===== config.mk =====
export PLATFORM = sky130hd
export DESIGN_NAME = ibex_rf_wport_arb
export DESIGN_NICKNAME = d
export VERILOG_FILES = /design/src/rtl/ibex_pkg.sv /design/src/rtl/ibex_rf_aux_queue.sv /design/src/rtl/ibex_rf_wport_arb.sv
export SDC_FILE = /design/constraint.sdc
export NUM_CORES = 1
export LEC_CHECK = 0
export CAP_MARGIN = 20
export CORE_UTILIZATION = 44
export DETAILED_ROUTE_END_ITERATION = 10
export PLACE_DENSITY = 0.75
export SYNTH_ARGS = -nofsm -noshare
export SYNTH_HDL_FRONTEND = slang
export SYNTH_SLANG_ARGS = --single-unit

===== constraint.sdc =====
create_clock -name clk_i -period 1.7 [get_ports clk_i]
set_input_delay 0.255 -clock clk_i [delete_from_list [all_inputs] [get_ports clk_i]]
set_output_delay 0.255 -clock clk_i [all_outputs]
set_load 0.02 [all_outputs]

===== src/rtl/ibex_pkg.sv =====
// Shared types and widths for the register-file write-port arbiter.
package ibex_pkg;

    localparam int unsigned RegAddrW = 5;
    localparam int unsigned RegDataW = 32;

    typedef enum logic {
        ARB_DRAIN   = 1'b0,
        ARB_STARVED = 1'b1
    } rf_wport_arb_state_e;

endpackage


===== src/rtl/ibex_rf_aux_queue.sv =====
// Auxiliary write queue: FIFO storage with per-entry live bits,
// squash-on-core-write and read-address hazard detection.
module ibex_rf_aux_queue
    import ibex_pkg::*;
#(
    parameter int unsigned AuxDepth = 2
) (
    input  logic                clk,
    input  logic                rst_n,
    input  logic                push,
    input  logic [RegAddrW-1:0] push_waddr,
    input  logic [RegDataW-1:0] push_wdata,
    input  logic                pop,
    input  logic                squash,
    input  logic [RegAddrW-1:0] squash_addr,
    input  logic [RegAddrW-1:0] raddr_a,
    input  logic [RegAddrW-1:0] raddr_b,
    output logic                head_live,
    output logic [RegAddrW-1:0] head_waddr,
    output logic [RegDataW-1:0] head_wdata,
    output logic                empty,
    output logic                full,
    output logic                any_live,
    output logic                hazard
);

    localparam int unsigned PtrW = $clog2(AuxDepth);
    localparam int unsigned CntW = PtrW + 1;

    logic [RegAddrW-1:0] waddr_q [AuxDepth];
    logic [RegDataW-1:0] wdata_q [AuxDepth];
    logic [AuxDepth-1:0] live_q;
    logic [PtrW-1:0]     wptr_q;
    logic [PtrW-1:0]     rptr_q;
    logic [CntW-1:0]     count_q;

    assign empty      = (count_q == '0);
    assign full       = (count_q == CntW'(AuxDepth));
    assign head_live  = live_q[rptr_q];
    assign head_waddr = waddr_q[rptr_q];
    assign head_wdata = wdata_q[rptr_q];
    // A popped slot always has its live bit cleared, so live implies occupied.
    assign any_live   = |live_q;

    // Pointer and occupancy bookkeeping; pointers wrap naturally at AuxDepth.
    always_ff @(posedge clk or negedge rst_n) begin
        if (!rst_n) begin
            wptr_q  <= '0;
            rptr_q  <= '0;
            count_q <= '0;
        end else begin
            if (push) begin
                wptr_q <= wptr_q + 1'b1;
            end
            if (pop) begin
                rptr_q <= rptr_q + 1'b1;
            end
            if (push && !pop) begin
                count_q <= count_q + 1'b1;
            end else if (pop && !push) begin
                count_q <= count_q - 1'b1;
            end
        end
    end

    // Entry storage and live bits: squash first, then pop clear, then push
    // so a same-cycle push to a matching address stays live.
    always_ff @(posedge clk or negedge rst_n) begin
        if (!rst_n) begin
            live_q <= '0;
            for (int unsigned i = 0; i < AuxDepth; i++) begin
                waddr_q[i] <= '0;
                wdata_q[i] <= '0;
            end
        end else begin
            if (squash) begin
                for (int unsigned i = 0; i < AuxDepth; i++) begin
                    if (live_q[i] && (waddr_q[i] == squash_addr)) begin
                        live_q[i] <= 1'b0;
                    end
                end
            end
            if (pop) begin
                live_q[rptr_q] <= 1'b0;
            end
            if (push) begin
                live_q[wptr_q]  <= 1'b1;
                waddr_q[wptr_q] <= push_waddr;
                wdata_q[wptr_q] <= push_wdata;
            end
        end
    end

    // Hazard: any live, non-x0 entry matching either ID read address.
    always_comb begin
        hazard = 1'b0;
        for (int unsigned i = 0; i < AuxDepth; i++) begin
            if (live_q[i] && (waddr_q[i] != '0) &&
                ((waddr_q[i] == raddr_a) || (waddr_q[i] == raddr_b))) begin
                hazard = 1'b1;
            end
        end
    end

    property p_no_push_full;
        @(posedge clk) disable iff (!rst_n) !(push && full);
    endproperty
    a_no_push_full: assert property (p_no_push_full);

endmodule


===== src/rtl/ibex_rf_wport_arb.sv =====
// Register-file write-port arbiter: core always wins, queued auxiliary
// writes fill idle cycles, starvation raises a stall request.
module ibex_rf_wport_arb
    import ibex_pkg::*;
#(
    parameter int unsigned AuxDepth    = 2,
    parameter int unsigned StarveLimit = 4
) (
    input  logic                clk_i,
    input  logic                rst_ni,
    input  logic                core_we_i,
    input  logic [RegAddrW-1:0] core_waddr_i,
    input  logic [RegDataW-1:0] core_wdata_i,
    input  logic                aux_valid_i,
    output logic                aux_ready_o,
    input  logic [RegAddrW-1:0] aux_waddr_i,
    input  logic [RegDataW-1:0] aux_wdata_i,
    input  logic [RegAddrW-1:0] rf_raddr_a_i,
    input  logic [RegAddrW-1:0] rf_raddr_b_i,
    output logic                aux_hazard_o,
    output logic                stall_req_o,
    output logic                rf_we_o,
    output logic [RegAddrW-1:0] rf_waddr_o,
    output logic [RegDataW-1:0] rf_wdata_o,
    output logic                aux_retire_o
);

    localparam int unsigned CntW = $clog2(StarveLimit + 1);
    localparam logic [CntW-1:0] StarveMax = CntW'(StarveLimit);

    logic                push;
    logic                pop;
    logic                aux_write;
    logic                head_live;
    logic [RegAddrW-1:0] head_waddr;
    logic [RegDataW-1:0] head_wdata;
    logic                q_empty;
    logic                q_full;
    logic                q_any_live;

    logic [CntW-1:0]     starve_cnt_q;
    logic [CntW-1:0]     starve_cnt_d;
    rf_wport_arb_state_e state_q;
    rf_wport_arb_state_e state_d;

    assign aux_ready_o  = ~q_full;
    assign push         = aux_valid_i & ~q_full;
    assign pop          = ~core_we_i & ~q_empty;
    assign aux_write    = pop & head_live & (head_waddr != '0);
    assign aux_retire_o = pop;

    ibex_rf_aux_queue #(
        .AuxDepth (AuxDepth)
    ) u_aux_queue (
        .clk         (clk_i),
        .rst_n       (rst_ni),
        .push        (push),
        .push_waddr  (aux_waddr_i),
        .push_wdata  (aux_wdata_i),
        .pop         (pop),
        .squash      (core_we_i),
        .squash_addr (core_waddr_i),
        .raddr_a     (rf_raddr_a_i),
        .raddr_b     (rf_raddr_b_i),
        .head_live   (head_live),
        .head_waddr  (head_waddr),
        .head_wdata  (head_wdata),
        .empty       (q_empty),
        .full        (q_full),
        .any_live    (q_any_live),
        .hazard      (aux_hazard_o)
    );

    // Write-port mux: core pass-through has priority over the queue head.
    always_comb begin
        rf_we_o    = 1'b0;
        rf_waddr_o = '0;
        rf_wdata_o = '0;
        if (core_we_i) begin
            rf_we_o    = 1'b1;
            rf_waddr_o = core_waddr_i;
            rf_wdata_o = core_wdata_i;
        end else if (aux_write) begin
            rf_we_o    = 1'b1;
            rf_waddr_o = head_waddr;
            rf_wdata_o = head_wdata;
        end
    end

    // Starvation count: a queue holding only squashed entries counts as
    // empty, so dead entries never cause a stall.
    always_comb begin
        starve_cnt_d = starve_cnt_q;
        if (pop || !q_any_live) begin
            starve_cnt_d = '0;
        end else if (core_we_i && (starve_cnt_q < StarveMax)) begin
            starve_cnt_d = starve_cnt_q + 1'b1;
        end
    end

    // Starvation counter register.
    always_ff @(posedge clk_i or negedge rst_ni) begin
        if (!rst_ni) begin
            starve_cnt_q <= '0;
        end else begin
            starve_cnt_q <= starve_cnt_d;
        end
    end

    // FSM state register.
    always_ff @(posedge clk_i or negedge rst_ni) begin
        if (!rst_ni) begin
            state_q <= ARB_DRAIN;
        end else begin
            state_q <= state_d;
        end
    end

    // FSM next state: starve on limit, release on pop or no live entries.
    always_comb begin
        state_d = state_q;
        unique case (state_q)
            ARB_DRAIN: begin
                if (starve_cnt_d == StarveMax) begin
                    state_d = ARB_STARVED;
                end
            end
            ARB_STARVED: begin
                if (pop || !q_any_live) begin
                    state_d = ARB_DRAIN;
                end
            end
            default: state_d = ARB_DRAIN;
        endcase
    end

    // FSM output: stall request decoded straight from the state register.
    always_comb begin
        stall_req_o = (state_q == ARB_STARVED);
    end

    property p_no_aux_over_core;
        @(posedge clk_i) disable iff (!rst_ni) !(core_we_i && aux_write);
    endproperty
    a_no_aux_over_core: assert property (p_no_aux_over_core);

    property p_starve_bound;
        @(posedge clk_i) disable iff (!rst_ni) starve_cnt_q <= StarveMax;
    endproperty
    a_starve_bound: assert property (p_starve_bound);

endmodule

==> results.json <==
{
  "viasPerCell": 5.15,
  "antenna_found_initial": 0,
  "setup_viol": 39,
  "syn-cell-area_sq_um": 4560,
  "drc": 0,
  "drive_above_1_share_pct": 41.7,
  "coreArea_sq_um": 9910,
  "grt_pass1_wl_um": 18600,
  "slowest_delay_ns": 0.57,
  "slew_viol_final": 0,
  "ir_drop_v": 0.000692,
  "grt_pass1_vias": 3673,
  "final_nets": 637,
  "powerDensity_nw_per_um2": 1740,
  "first_pass_iters": 4,
  "clock_path_buffers": 2,
  "finalCritPeriodShare_pct": 140,
  "synth-seq-cells": 84,
  "crit_fanout": 4,
  "async_flop_share_pct": 100,
  "p_leak_nw": 2.96,
  "h-tree-depth": 3,
  "avgSynthCellArea_sq_um": 11.8,
  "cp.required_ns": 1.44,
  "synthCells": 385,
  "cp_common_cell": "buf_12",
  "grt_max_degree": 43,
  "syn-num-nets": 475,
  "antenna_cells": 0,
  "ys_types": 36,
  "start_kind": "flop",
  "syn2layout_area_growth_pct": 49.9,
  "dr.first_iter.drc_count": 101,
  "synth_flop_cell": "dfrtp_1",
  "crit_path_cell_trace": "or4_4, nor3_4, a311o_4, buf_12, buf_12, o21ai_2, buf_6",
  "synth_sequential_area_ratio_pct": 46.1,
  "fin_ws_ns": -0.678,
  "min_period_ns": 2.38,
  "synth_top_area_share_pct": 46.1,
  "root_buffer": "clkbuf_8",
  "chipHeight_um": 104,
  "endpoint_kind": "primary output",
  "grt_overflow": 0,
  "numCtsBuffers": 9,
  "cts_tree": "built",
  "wire_per_inst_um": 17.0,
  "clk_pin_slew_ns": 0.09,
  "tns_ns": -21.62,
  "final.setup_skew_ns": 0.00975,
  "synthTopCellsByArea": "dfrtp_1 (46%), mux2_2 (17%), mux2i_1 (8.6%)",
  "failed_checks": "negative setup slack",
  "ant_nets": 0,
  "die-area_sq_um": 10800,
  "rsz0062_at_grt": "true",
  "dpl.cell_count": 655,
  "worst_pin_slew_ns": 0.495,
  "hold_viol_final": 0,
  "row_count": 36,
  "post-synth-top-area-cell": "dfrtp_1",
  "die_w_um": 104,
  "maxCapViolations": 0,
  "dr_total_vias": 3529,
  "wirelength_um": 11700,
  "path_class": "reg2out",
  "initial_core_util_pct": 46.0,
  "hp-class": "in2async",
  "layout.cells.non_filler": 685,
  "yosysWarningCount": 0,
  "clk_latency_ns": 0.35,
  "max_freq_mhz": 421,
  "globalRouteTotalUtil_pct": 21.9,
  "ios": 130,
  "place.gp.congestion": 0.820,
  "cp_slowest_cell": "or4_4",
  "dp_hpwl_um": 7860,
  "status": "complete, but fails checks",
  "crit_arrival_ns": 2.12,
  "relSlewSlack_pct": 67.0,
  "port_buffers": 129,
  "cts.sinks": 84,
  "synth-edff-count": 0
}
-- final cells by class --
class / count / area (sq um)
Clock inverter: 6 / 47.5
Timing Repair Buffer: 181 / 1930
Multi-Input combinational cell: 269 / 2460
Fill cell: 738 / 3070
Sequential cell: 84 / 2100
Tap cell: 133 / 166
Clock buffer: 10 / 128
Inverter: 2 / 7.51
-- layout by cell type, fill, tap and decap left out, drive strengths merged --
cell type,Yosys,final
a21oi,3,3
a311o,1,1
a31oi,1,1
a32o,2,2
buf,16,90
clkbuf,14,12
clkdlybuf4s15,0,1
clkdlybuf4s50,0,86
clkinv,0,1
clkinvlp,0,3
dfrtp,84,84
dlygate4sd2,0,1
dlygate4sd3,0,1
ha,2,2
inv,2,4
mux2,74,74
mux2i,39,39
nand2,44,44
nand2b,2,2
nand3,6,6
nand4b,1,1
nor2,7,7
nor2b,1,1
nor3,2,2
nor4,2,2
o21a,1,1
o21ai,39,39
o21bai,1,1
o22ai,2,2
or2,2,2
or4,1,1
xnor2,26,26
xor2,10,10
-- stage by stage --
stage | total power (W) | util [%] | cell area [sq um] | hold slack, ns | setup WS (ns)
after global placement | 0.00943 | 63.1 | 6250 | 0.227 | -0.978
after CTS | 0.0113 | 66.1 | 6560 | 0.405 | -0.741
after detailed placement | 0.00962 | 63.1 | 6250 | 0.232 | -0.999
final | 0.0119 | 69.0 | 6840 | 0.403 | -0.678
after floorplan | 0.00753 | - | 4600 | -0.0406 | -0.173
after global routing | 0.0126 | 69.0 | 6840 | 0.443 | -0.748
-- state kept, by name (all words and copies together) (netlist names) --
name                 cells
u_aux_queue.wdata_q     64
u_aux_queue.waddr_q     10
starve_cnt_q             3
u_aux_queue.count_q      2
u_aux_queue.live_q       2
stall_req_o              1
u_aux_queue.rptr_q       1
u_aux_queue.wptr_q       1
-- kinds of logic after synthesis --
logic type	share of synthesized area [%]
simple gates	6.67
buf+inv	4.01
xor+xnor	6.91
fa+ha+maj	0.549
mux	26.8
flops	46.1
compound gates	8.94
-- worst max-delay path: cells and delay by family, from the launching register on --
kind	cells	cell delay (ns)
buf+inv	3	0.39
flops	1	0.39
simple gates	2	0.71
compound gates	2	0.29
-- cells in the mapped netlist (all sizes together) (2+ instances only) --
| cell type | count |
|---|---|
| o22ai | 2 |
| or2 | 2 |
| xnor2 | 26 |
| nand2 | 44 |
| o21ai | 39 |
| dfrtp | 84 |
| clkbuf | 14 |
| a21oi | 3 |
| inv | 2 |
| buf | 16 |
| nor4 | 2 |
| mux2i | 39 |
| a32o | 2 |
| nor3 | 2 |
| xor2 | 10 |
| nand2b | 2 |
| nor2 | 7 |
| nand3 | 6 |
| ha | 2 |
| mux2 | 74 |
-- per-layer routing --
layer / up-vias / global-route usage (%) / wire, um
li1: 1661 / - / -
met1: 1787 / 27.3 / 4950
met2: 68 / 39.0 / 6210
met3: 13 / 3.34 / 355
met4: 0 / 6.12 / 146
met5: - / 0 / 0
-- path summary, 6_finish.rpt --
| path | to | cells after the start | startpoint | slack (ns) |
|---|---|---|---|---|
| worst max-delay path | rf_wdata_o[5] | 7 | u_aux_queue.waddr_q[6]$_DFFE_PN0P_ | -0.68 |
| worst min-delay path | u_aux_queue.waddr_q[8]$_DFFE_PN0P_ | 2 | rst_ni | 0.40 |
| worst max register to register | u_aux_queue.count_q[1]$_DFFE_PN0P_ | 8 | u_aux_queue.count_q[0]$_DFFE_PN0P_ | 0.01 |
| worst min register to register | u_aux_queue.wdata_q[63]$_DFFE_PN0P_ | 1 | u_aux_queue.wdata_q[63]$_DFFE_PN0P_ | 0.50 |
| max in group asynchronous | stall_req_o$_DFF_PN0_ | 3 | rst_ni | 0.69 |
| min in group clk_i | u_aux_queue.wdata_q[63]$_DFFE_PN0P_ | 1 | u_aux_queue.wdata_q[63]$_DFFE_PN0P_ | 0.50 |
-- power by group --
group          leakage [nW]  internal [W]  total [W]  switching (W)
registers             0.995       0.00301    0.00357       0.000554
logic                  1.89       0.00378    0.00703        0.00325
clock network        0.0808      0.000544    0.00129       0.000751
total                  2.96       0.00734     0.0119        0.00456
-- repair_timing --
item	in CTS	in global routing
buffers inserted	7	5
endpoints found under the hold margin	31	0
pin swaps	10	22
resized for setup	225	63
setup endpoints to repair	42	43
hold buffers	1	0
gates cloned	2	1
Note: power is estimated with default switching activity, not from simulation.
